<file path="src/rtl/menu_nav_controller_if.sv">
// Menu controller signal bundle: clap/button inputs in, page/cursor/config out.
// master: the controller; slave: the consumer (renderer, datapaths, bench).
interface menu_nav_controller_if;
   logic        clap_pulse;
   logic        btn_up;
   logic        btn_down;
   logic        btn_sel;
   logic        Menu_Clap;
   logic [1:0]  menu_state;
   logic [2:0]  cursor;
   logic [11:0] cursor_y;
   logic [1:0]  wave_sel;
   logic        axis_en;
   logic        grid_en;
   logic        ticks_en;
   logic        fft_en;
   logic        amp_en;

   modport master (
      input  clap_pulse, btn_up, btn_down, btn_sel,
      output Menu_Clap, menu_state, cursor, cursor_y, wave_sel,
      output axis_en, grid_en, ticks_en, fft_en, amp_en
   );

   modport slave (
      output clap_pulse, btn_up, btn_down, btn_sel,
      input  Menu_Clap, menu_state, cursor, cursor_y, wave_sel,
      input  axis_en, grid_en, ticks_en, fft_en, amp_en
   );
endinterface

</file>
<file path="src/rtl/menu_nav_controller.sv">
// Clap-menu sequencer on the pixel clock: debounces the three pushbuttons,
// tracks page/cursor/visibility and holds the display/analysis config bits.
// Optional MENU_AUTOHIDE_EN: hide the menu after TIMEOUT_CYCLES of inactivity.
module menu_nav_controller #(
   parameter int unsigned DEBOUNCE_CYCLES = 1_080_000,
   parameter int unsigned TIMEOUT_CYCLES  = 1_080_000_000,
   parameter int unsigned ROW0_Y          = 864,
   parameter int unsigned ROW_PITCH       = 16
) (
   input logic                   CLK_VGA,
   input logic                   RESET,
   menu_nav_controller_if.master bus
);

   localparam int unsigned    DbW    = $clog2(DEBOUNCE_CYCLES + 1);
   localparam logic [DbW-1:0] DbMax  = DbW'(DEBOUNCE_CYCLES);
   localparam logic [DbW-1:0] DbLast = DbW'(DEBOUNCE_CYCLES - 1);

   typedef enum logic [1:0] {
      StMain     = 2'b00,
      StWave     = 2'b01,
      StDisplay  = 2'b10,
      StAnalysis = 2'b11
   } page_e;

   // Button order within vectors: [0] up, [1] down, [2] sel.
   logic [2:0]     btn_raw;
   logic [2:0]     sync1_q, sync2_q, press_q;
   logic [DbW-1:0] db_cnt_q [3];

   assign btn_raw = {bus.btn_sel, bus.btn_down, bus.btn_up};

   // Synchronise and debounce; one pulse per press, saturation blocks auto-repeat.
   always_ff @(posedge CLK_VGA) begin
      if (RESET) begin
         sync1_q <= '0;
         sync2_q <= '0;
         press_q <= '0;
         for (int i = 0; i < 3; i++) db_cnt_q[i] <= '0;
      end else begin
         sync1_q <= btn_raw;
         sync2_q <= sync1_q;
         for (int i = 0; i < 3; i++) begin
            if (!sync2_q[i]) begin
               db_cnt_q[i] <= '0;
               press_q[i]  <= 1'b0;
            end else if (db_cnt_q[i] != DbMax) begin
               db_cnt_q[i] <= db_cnt_q[i] + DbW'(1);
               press_q[i]  <= (db_cnt_q[i] == DbLast);
            end else begin
               press_q[i]  <= 1'b0;
            end
         end
      end
   end

   page_e       page_q, page_d;
   logic        vis_q, vis_d;
   logic [2:0]  cursor_q, cursor_d;
   logic [11:0] cursor_y_q, cursor_y_d;
   logic [1:0]  wave_q, wave_d;
   logic        axis_q, axis_d, grid_q, grid_d, ticks_q, ticks_d;
   logic        fft_q, fft_d, amp_q, amp_d;
   logic [2:0]  count;
   logic        accept;

   // Number of selectable items on the current page.
   always_comb begin
      count = 3'd3;
      case (page_q)
         StMain:     count = 3'd3;
         StWave:     count = 3'd5;
         StDisplay:  count = 3'd4;
         StAnalysis: count = 3'd3;
         default:    count = 3'd3;
      endcase
   end

   // A press only counts when visible, alone, and not overridden by a clap.
   assign accept = vis_q && !bus.clap_pulse && $onehot(press_q);

`ifdef MENU_AUTOHIDE_EN
   localparam int unsigned   ToW    = $clog2(TIMEOUT_CYCLES + 1);
   localparam logic [ToW-1:0] ToLast = ToW'(TIMEOUT_CYCLES - 1);
   logic [ToW-1:0] idle_q, idle_d;
`endif

   // Next-state for visibility, page, cursor and configuration bits.
   always_comb begin
      vis_d    = vis_q;
      page_d   = page_q;
      cursor_d = (cursor_q < count) ? cursor_q : 3'd0;
      wave_d   = wave_q;
      axis_d   = axis_q;
      grid_d   = grid_q;
      ticks_d  = ticks_q;
      fft_d    = fft_q;
      amp_d    = amp_q;

      if (bus.clap_pulse) begin
         vis_d = !vis_q;
         if (!vis_q) begin
            page_d   = StMain;
            cursor_d = 3'd0;
         end
      end else if (accept) begin
         if (press_q[0]) begin
            cursor_d = (cursor_d == 3'd0) ? count - 3'd1 : cursor_d - 3'd1;
         end else if (press_q[1]) begin
            cursor_d = (cursor_d >= count - 3'd1) ? 3'd0 : cursor_d + 3'd1;
         end else begin
            case (page_q)
               StMain: begin
                  page_d   = page_e'(cursor_d[1:0] + 2'd1);
                  cursor_d = 3'd0;
               end
               StWave: begin
                  if (cursor_d < 3'd4) begin
                     wave_d = cursor_d[1:0];
                  end else begin
                     page_d   = StMain;
                     cursor_d = 3'd0;
                  end
               end
               StDisplay: begin
                  case (cursor_d)
                     3'd0:    axis_d  = !axis_q;
                     3'd1:    grid_d  = !grid_q;
                     3'd2:    ticks_d = !ticks_q;
                     default: begin
                        page_d   = StMain;
                        cursor_d = 3'd0;
                     end
                  endcase
               end
               default: begin
                  case (cursor_d)
                     3'd0:    fft_d = !fft_q;
                     3'd1:    amp_d = !amp_q;
                     default: begin
                        page_d   = StMain;
                        cursor_d = 3'd0;
                     end
                  endcase
               end
            endcase
         end
      end

`ifdef MENU_AUTOHIDE_EN
      if (!vis_q || bus.clap_pulse || accept) begin
         idle_d = '0;
      end else if (idle_q == ToLast) begin
         idle_d   = '0;
         vis_d    = 1'b0;
         page_d   = StMain;
         cursor_d = 3'd0;
      end else begin
         idle_d = idle_q + ToW'(1);
      end
`endif

      cursor_y_d = 12'(ROW0_Y) + 12'(ROW_PITCH) * 12'(cursor_d);
   end

   // Register all menu state and outputs.
   always_ff @(posedge CLK_VGA) begin
      if (RESET) begin
         vis_q      <= 1'b0;
         page_q     <= StMain;
         cursor_q   <= 3'd0;
         cursor_y_q <= 12'(ROW0_Y);
         wave_q     <= 2'b00;
         axis_q     <= 1'b1;
         grid_q     <= 1'b1;
         ticks_q    <= 1'b1;
         fft_q      <= 1'b0;
         amp_q      <= 1'b0;
`ifdef MENU_AUTOHIDE_EN
         idle_q     <= '0;
`endif
      end else begin
         vis_q      <= vis_d;
         page_q     <= page_d;
         cursor_q   <= cursor_d;
         cursor_y_q <= cursor_y_d;
         wave_q     <= wave_d;
         axis_q     <= axis_d;
         grid_q     <= grid_d;
         ticks_q    <= ticks_d;
         fft_q      <= fft_d;
         amp_q      <= amp_d;
`ifdef MENU_AUTOHIDE_EN
         idle_q     <= idle_d;
`endif
      end
   end

   assign bus.Menu_Clap  = vis_q;
   assign bus.menu_state = page_q;
   assign bus.cursor     = cursor_q;
   assign bus.cursor_y   = cursor_y_q;
   assign bus.wave_sel   = wave_q;
   assign bus.axis_en    = axis_q;
   assign bus.grid_en    = grid_q;
   assign bus.ticks_en   = ticks_q;
   assign bus.fft_en     = fft_q;
   assign bus.amp_en     = amp_q;

endmodule

</file>
<file path="src/flat_wrapper.sv">
// flat-port wrapper written by rule: the top's interface ports become plain ports
module menu_nav_controller_flat 
#(
   parameter int unsigned DEBOUNCE_CYCLES = 1_080_000,
   parameter int unsigned TIMEOUT_CYCLES  = 1_080_000_000,
   parameter int unsigned ROW0_Y          = 864,
   parameter int unsigned ROW_PITCH       = 16
)
  (CLK_VGA, RESET, bus_clap_pulse, bus_btn_up, bus_btn_down, bus_btn_sel, bus_Menu_Clap, bus_menu_state, bus_cursor, bus_cursor_y, bus_wave_sel, bus_axis_en, bus_grid_en, bus_ticks_en, bus_fft_en, bus_amp_en);
  menu_nav_controller_if bus_i ();
  input logic CLK_VGA;
  input logic RESET;
  input wire logic [$bits(bus_i.clap_pulse)-1:0] bus_clap_pulse;
  input wire logic [$bits(bus_i.btn_up)-1:0] bus_btn_up;
  input wire logic [$bits(bus_i.btn_down)-1:0] bus_btn_down;
  input wire logic [$bits(bus_i.btn_sel)-1:0] bus_btn_sel;
  output wire logic [$bits(bus_i.Menu_Clap)-1:0] bus_Menu_Clap;
  output wire logic [$bits(bus_i.menu_state)-1:0] bus_menu_state;
  output wire logic [$bits(bus_i.cursor)-1:0] bus_cursor;
  output wire logic [$bits(bus_i.cursor_y)-1:0] bus_cursor_y;
  output wire logic [$bits(bus_i.wave_sel)-1:0] bus_wave_sel;
  output wire logic [$bits(bus_i.axis_en)-1:0] bus_axis_en;
  output wire logic [$bits(bus_i.grid_en)-1:0] bus_grid_en;
  output wire logic [$bits(bus_i.ticks_en)-1:0] bus_ticks_en;
  output wire logic [$bits(bus_i.fft_en)-1:0] bus_fft_en;
  output wire logic [$bits(bus_i.amp_en)-1:0] bus_amp_en;
  assign bus_i.clap_pulse = bus_clap_pulse;
  assign bus_i.btn_up = bus_btn_up;
  assign bus_i.btn_down = bus_btn_down;
  assign bus_i.btn_sel = bus_btn_sel;
  assign bus_Menu_Clap = bus_i.Menu_Clap;
  assign bus_menu_state = bus_i.menu_state;
  assign bus_cursor = bus_i.cursor;
  assign bus_cursor_y = bus_i.cursor_y;
  assign bus_wave_sel = bus_i.wave_sel;
  assign bus_axis_en = bus_i.axis_en;
  assign bus_grid_en = bus_i.grid_en;
  assign bus_ticks_en = bus_i.ticks_en;
  assign bus_fft_en = bus_i.fft_en;
  assign bus_amp_en = bus_i.amp_en;
  menu_nav_controller #(.DEBOUNCE_CYCLES(DEBOUNCE_CYCLES), .TIMEOUT_CYCLES(TIMEOUT_CYCLES), .ROW0_Y(ROW0_Y), .ROW_PITCH(ROW_PITCH)) u_core (.CLK_VGA(CLK_VGA), .RESET(RESET), .bus(bus_i));
endmodule
</file>
<file path="config.mk">
export PLATFORM = sky130hd
export DESIGN_NAME = menu_nav_controller_flat
export DESIGN_NICKNAME = d
export VERILOG_FILES = /design/src/rtl/menu_nav_controller_if.sv /design/src/rtl/menu_nav_controller.sv /design/src/flat_wrapper.sv
export SDC_FILE = /design/constraint.sdc
export NUM_CORES = 1
export LEC_CHECK = 0
export BUFFER_PORTS_ARGS = -buffer_cell sky130_fd_sc_hd__buf_4
export CAP_MARGIN = 30
export CORE_MARGIN = 2
export CORE_UTILIZATION = 30
export CTS_BUF_LIST = sky130_fd_sc_hd__clkbuf_4
export CTS_CLUSTER_DIAMETER = 120
export DETAILED_ROUTE_END_ITERATION = 6
export PLACE_DENSITY = 0.45
export RECOVER_POWER = 50
export REMOVE_ABC_BUFFERS = 1
export SETUP_SLACK_MARGIN = 0.05
export SLEW_MARGIN = 20
export SYNTH_ARGS = -nofsm -noshare
export SYNTH_HDL_FRONTEND = slang
export SYNTH_SLANG_ARGS = --single-unit
</file>
<file path="constraint.sdc">
create_clock -name CLK_VGA -period 3.4 [get_ports CLK_VGA]
set_input_delay 0.68 -clock CLK_VGA [delete_from_list [all_inputs] [get_ports CLK_VGA]]
set_output_delay 0.68 -clock CLK_VGA [all_outputs]
set_load 0.05 [all_outputs]
</file>
==> impl_metrics.py <==
metrics = {
    "floorplanning": {
        "pin_count": 31,
        "initial_core_util_pct": 30.5,
        "rows": 47,
        "die_y_um": 133,
        "die_area_um2": 17700,
        "core_um2": 16400,
        "chipWidth_um": 133,
    },
    "timing": {
        "worst_pin_slew_ps": 1590,
        "maxSlewHeadroom_pct": -6.73,
        "fin_crit_sh_pct": 93.2,
        "fin_crit_ps": 3170,
        "rsz0062_at_grt": "true",
        "max_freq_ghz": 0.316,
        "finClkSkew_ps": 23.4,
        "tns_ps": 0,
        "setup_violations": 0,
        "slew_viol_final": 23,
        "hold_viol_final": 0,
    },
    "clock_network": {
        "htreeDepth": 3,
        "cts_root_buf": "clkbuf_4",
        "post_cts_buffers": 0,
        "clock-sinks": 88,
        "cts_made_buffers": 9,
        "path_clk_slew_ps": 150,
        "cts_tree": "built",
        "cts_hold_repair.buffers": 0,
        "clock_latency_ps": 470,
        "clockBufferDepth": 2,
        "cts_resized": 0,
    },
    "yosys": {
        "synth_top_family_by_area": "simple AND/OR/NAND/NOR gates",
        "synth-edff-count": 63,
        "synth_compound_area_share_pct": 3.51,
        "ys_top_cells_by_count": "nor2_1, edfxtp_1, inv_1",
        "synth_area_leaders": "edfxtp_1, dfxtp_1, xnor2_1",
        "yosysMostFrequentCell": "nor2_1",
        "ys_ff_latch": 88,
        "yosysSeqAreaShare_pct": 47.9,
        "synth-simple-area-share_pct": 24.9,
        "synth_cell_types": 50,
        "avgSynthCellArea_um2": 9.85,
        "synth_flop_cell": "edfxtp_1",
        "synth_xor_area_share_pct": 11.0,
        "syn_area_um2": 5000,
        "synth_warnings": 0,
        "synthAdderAreaFrac_pct": 6.16,
        "yosysTopAreaCell": "edfxtp_1",
        "synth_cells": 507,
        "synth.area.mux_share_pct": 1.00,
        "async_flop_share_pct": 0,
        "synth_top_cell_area_share_pct": 37.9,
    },
    "detailed_routing": {
        "drcViolationCount": 0,
        "drt-total-wl_um": 10100,
        "drt-initial-drc-count": 207,
        "routed_via_density": 4.68,
        "dr.pass1.iters": 4,
        "ant_nets": 0,
        "via_count": 3565,
        "wl_per_cell_um": 13.2,
    },
    "power": {
        "p_leak_nw": 1.81,
        "ir_worst_vdd_mv": 0.252,
        "power.density_nw_per_um2": 346,
    },
    "min_path": {
        "hp-class": "primary input to flip-flop",
    },
    "setup_path": {
        "crit_fanout": 4,
        "worstSetupEndpointType": "flip-flop",
        "cp_data_arrival_time_ps": 3550,
        "start_kind": "flip-flop",
        "worstPathRequired_ps": 3780,
        "crit_type": "flip-flop to flip-flop",
    },
    "outcome": {
        "status": "complete, but fails checks",
        "violations": "capacitance limit, slew limit",
    },
    "flow_run": {
        "cap_violations": 1,
    },
    "global_route": {
        "grt_max_degree": 32,
        "grt_pass1_wl_um": 17300,
        "grt_usage_pct": 12.2,
        "antenna_found_initial": 1,
        "grt_overflow": 0,
        "first_global_vias": 3474,
    },
    "place": {
        "routabilityCongestion": 0.809,
        "io_buffers": 22,
        "post-dp-hpwl_um": 6880,
    },
    "layout": {
        "finish.utilization_pct": 33.7,
        "area_growth_pct": 10.6,
        "layout-drive-gt1-share_pct": 7.39,
        "final_nets": 566,
    },
}
## placed cells by master, fill, tap and decap left out, drive strengths merged, types with 4 or more instances in the layout
cell	count
and4	5
nor3	20
clkbuf	30
nand4	18
or2	4
dfxtp	25
nor4	16
nand2b	8
xor2	27
and2	4
nand3	27
conb	8
and3	5
nand2	24
buf	15
mux2i	5
edfxtp	63
inv	38
nor2b	9
ha	23
nor2	83
xnor2	36
o21ai	6
## power by group
part | leakage [nW] | internal (mW) | total [mW] | switching (mW)
clock network | 0.0821 | 0.304 | 0.686 | 0.381
logic | 0.752 | 0.0204 | 0.0793 | 0.0589
registers | 0.980 | 1.14 | 1.15 | 0.00511
total | 1.81 | 1.46 | 1.91 | 0.445
## metal layers
metal | share of wire (%) | up-vias | track usage, %
li1 | - | 1810 | -
met5 | 0 | - | 0
met3 | 4.2 | 9 | 4.14
met4 | 1.4 | 0 | 3.58
met1 | 49 | 1691 | 16.0
met2 | 45 | 55 | 19.1
## cells by family after synthesis
| logic type | after synthesis |
|---|---|
| xor gates and xnor gates | 63 |
| other | 2 |
| and+or+nand+nor | 241 |
| DFF | 88 |
| AOI/OAI and AO/OA | 24 |
| muxes | 5 |
| adders and majority gates | 24 |
| buffers and inverters | 60 |
## critical path: stages (launching register included)
cell       delay [ps]
dfxtp_1           350
inv_1              70
ha_1              310
inv_1              50
ha_1              320
o211ai_1          160
nand3_1           150
inv_1             150
ha_1              240
nand2_1            80
o2111ai_2         180
o311ai_1          280
a2bb2oi_1         130
or2_2             290
ha_1              270
nand2b_1           50
## sequential cells by signal (all words and copies together), names as in the netlist
signal / flops
u_core.bus.Menu_Clap: 1
u_core.bus.amp_en: 1
u_core.bus.axis_en: 1
u_core.bus.cursor: 3
u_core.bus.cursor_y: 3
u_core.bus.fft_en: 1
u_core.bus.grid_en: 1
u_core.bus.menu_state: 2
u_core.bus.ticks_en: 1
u_core.bus.wave_sel: 2
u_core.db_cnt_q: 63
u_core.press_q: 3
u_core.sync1_q: 3
u_core.sync2_q: 3
## final timing paths
| check | startpoint | endpoint | slack (ps) | cells past startpoint |
|---|---|---|---|---|
| max reg2reg | u_core.bus.menu_state[1]$_SDFFE_PP0P_ | u_core.bus.cursor_y[6]$_SDFF_PP1_ | 230 | 15 |
| min | bus_btn_sel | u_core.sync1_q[2]$_SDFF_PP0_ | 420 | 2 |
| max | u_core.bus.menu_state[1]$_SDFFE_PP0P_ | u_core.bus.cursor_y[6]$_SDFF_PP1_ | 230 | 15 |
| min reg2reg | u_core.sync1_q[1]$_SDFF_PP0_ | u_core.sync2_q[1]$_SDFF_PP0_ | 460 | 1 |
## area by class of cell
| type | instances | area (um2) |
|---|---|---|
| fillers | 1714 | 10900 |
| flip-flops and latches | 88 | 2390 |
| multi-input cells | 365 | 2370 |
| well taps | 220 | 275 |
| repair buffers | 35 | 188 |
| inverters | 37 | 139 |
| clock inverters | 6 | 83.8 |
| clock buffers | 10 | 75.1 |
| diodes | 1 | 2.50 |
## stage by stage
step                      area (um2)  instances  setup slack (ps)  hold WS [ps]  power (mW)
after floorplan                 4890        490              -190           414        1.22
after global placement          5420        744               244           421        1.25
after detailed placement        5420        744               142           431        1.25
after CTS                       5580        760               105           359        1.95
after global routing            5530        762              24.6           354        2.00
final                           5530        762               232           417        1.91
Power figures use the tool's default switching activity.
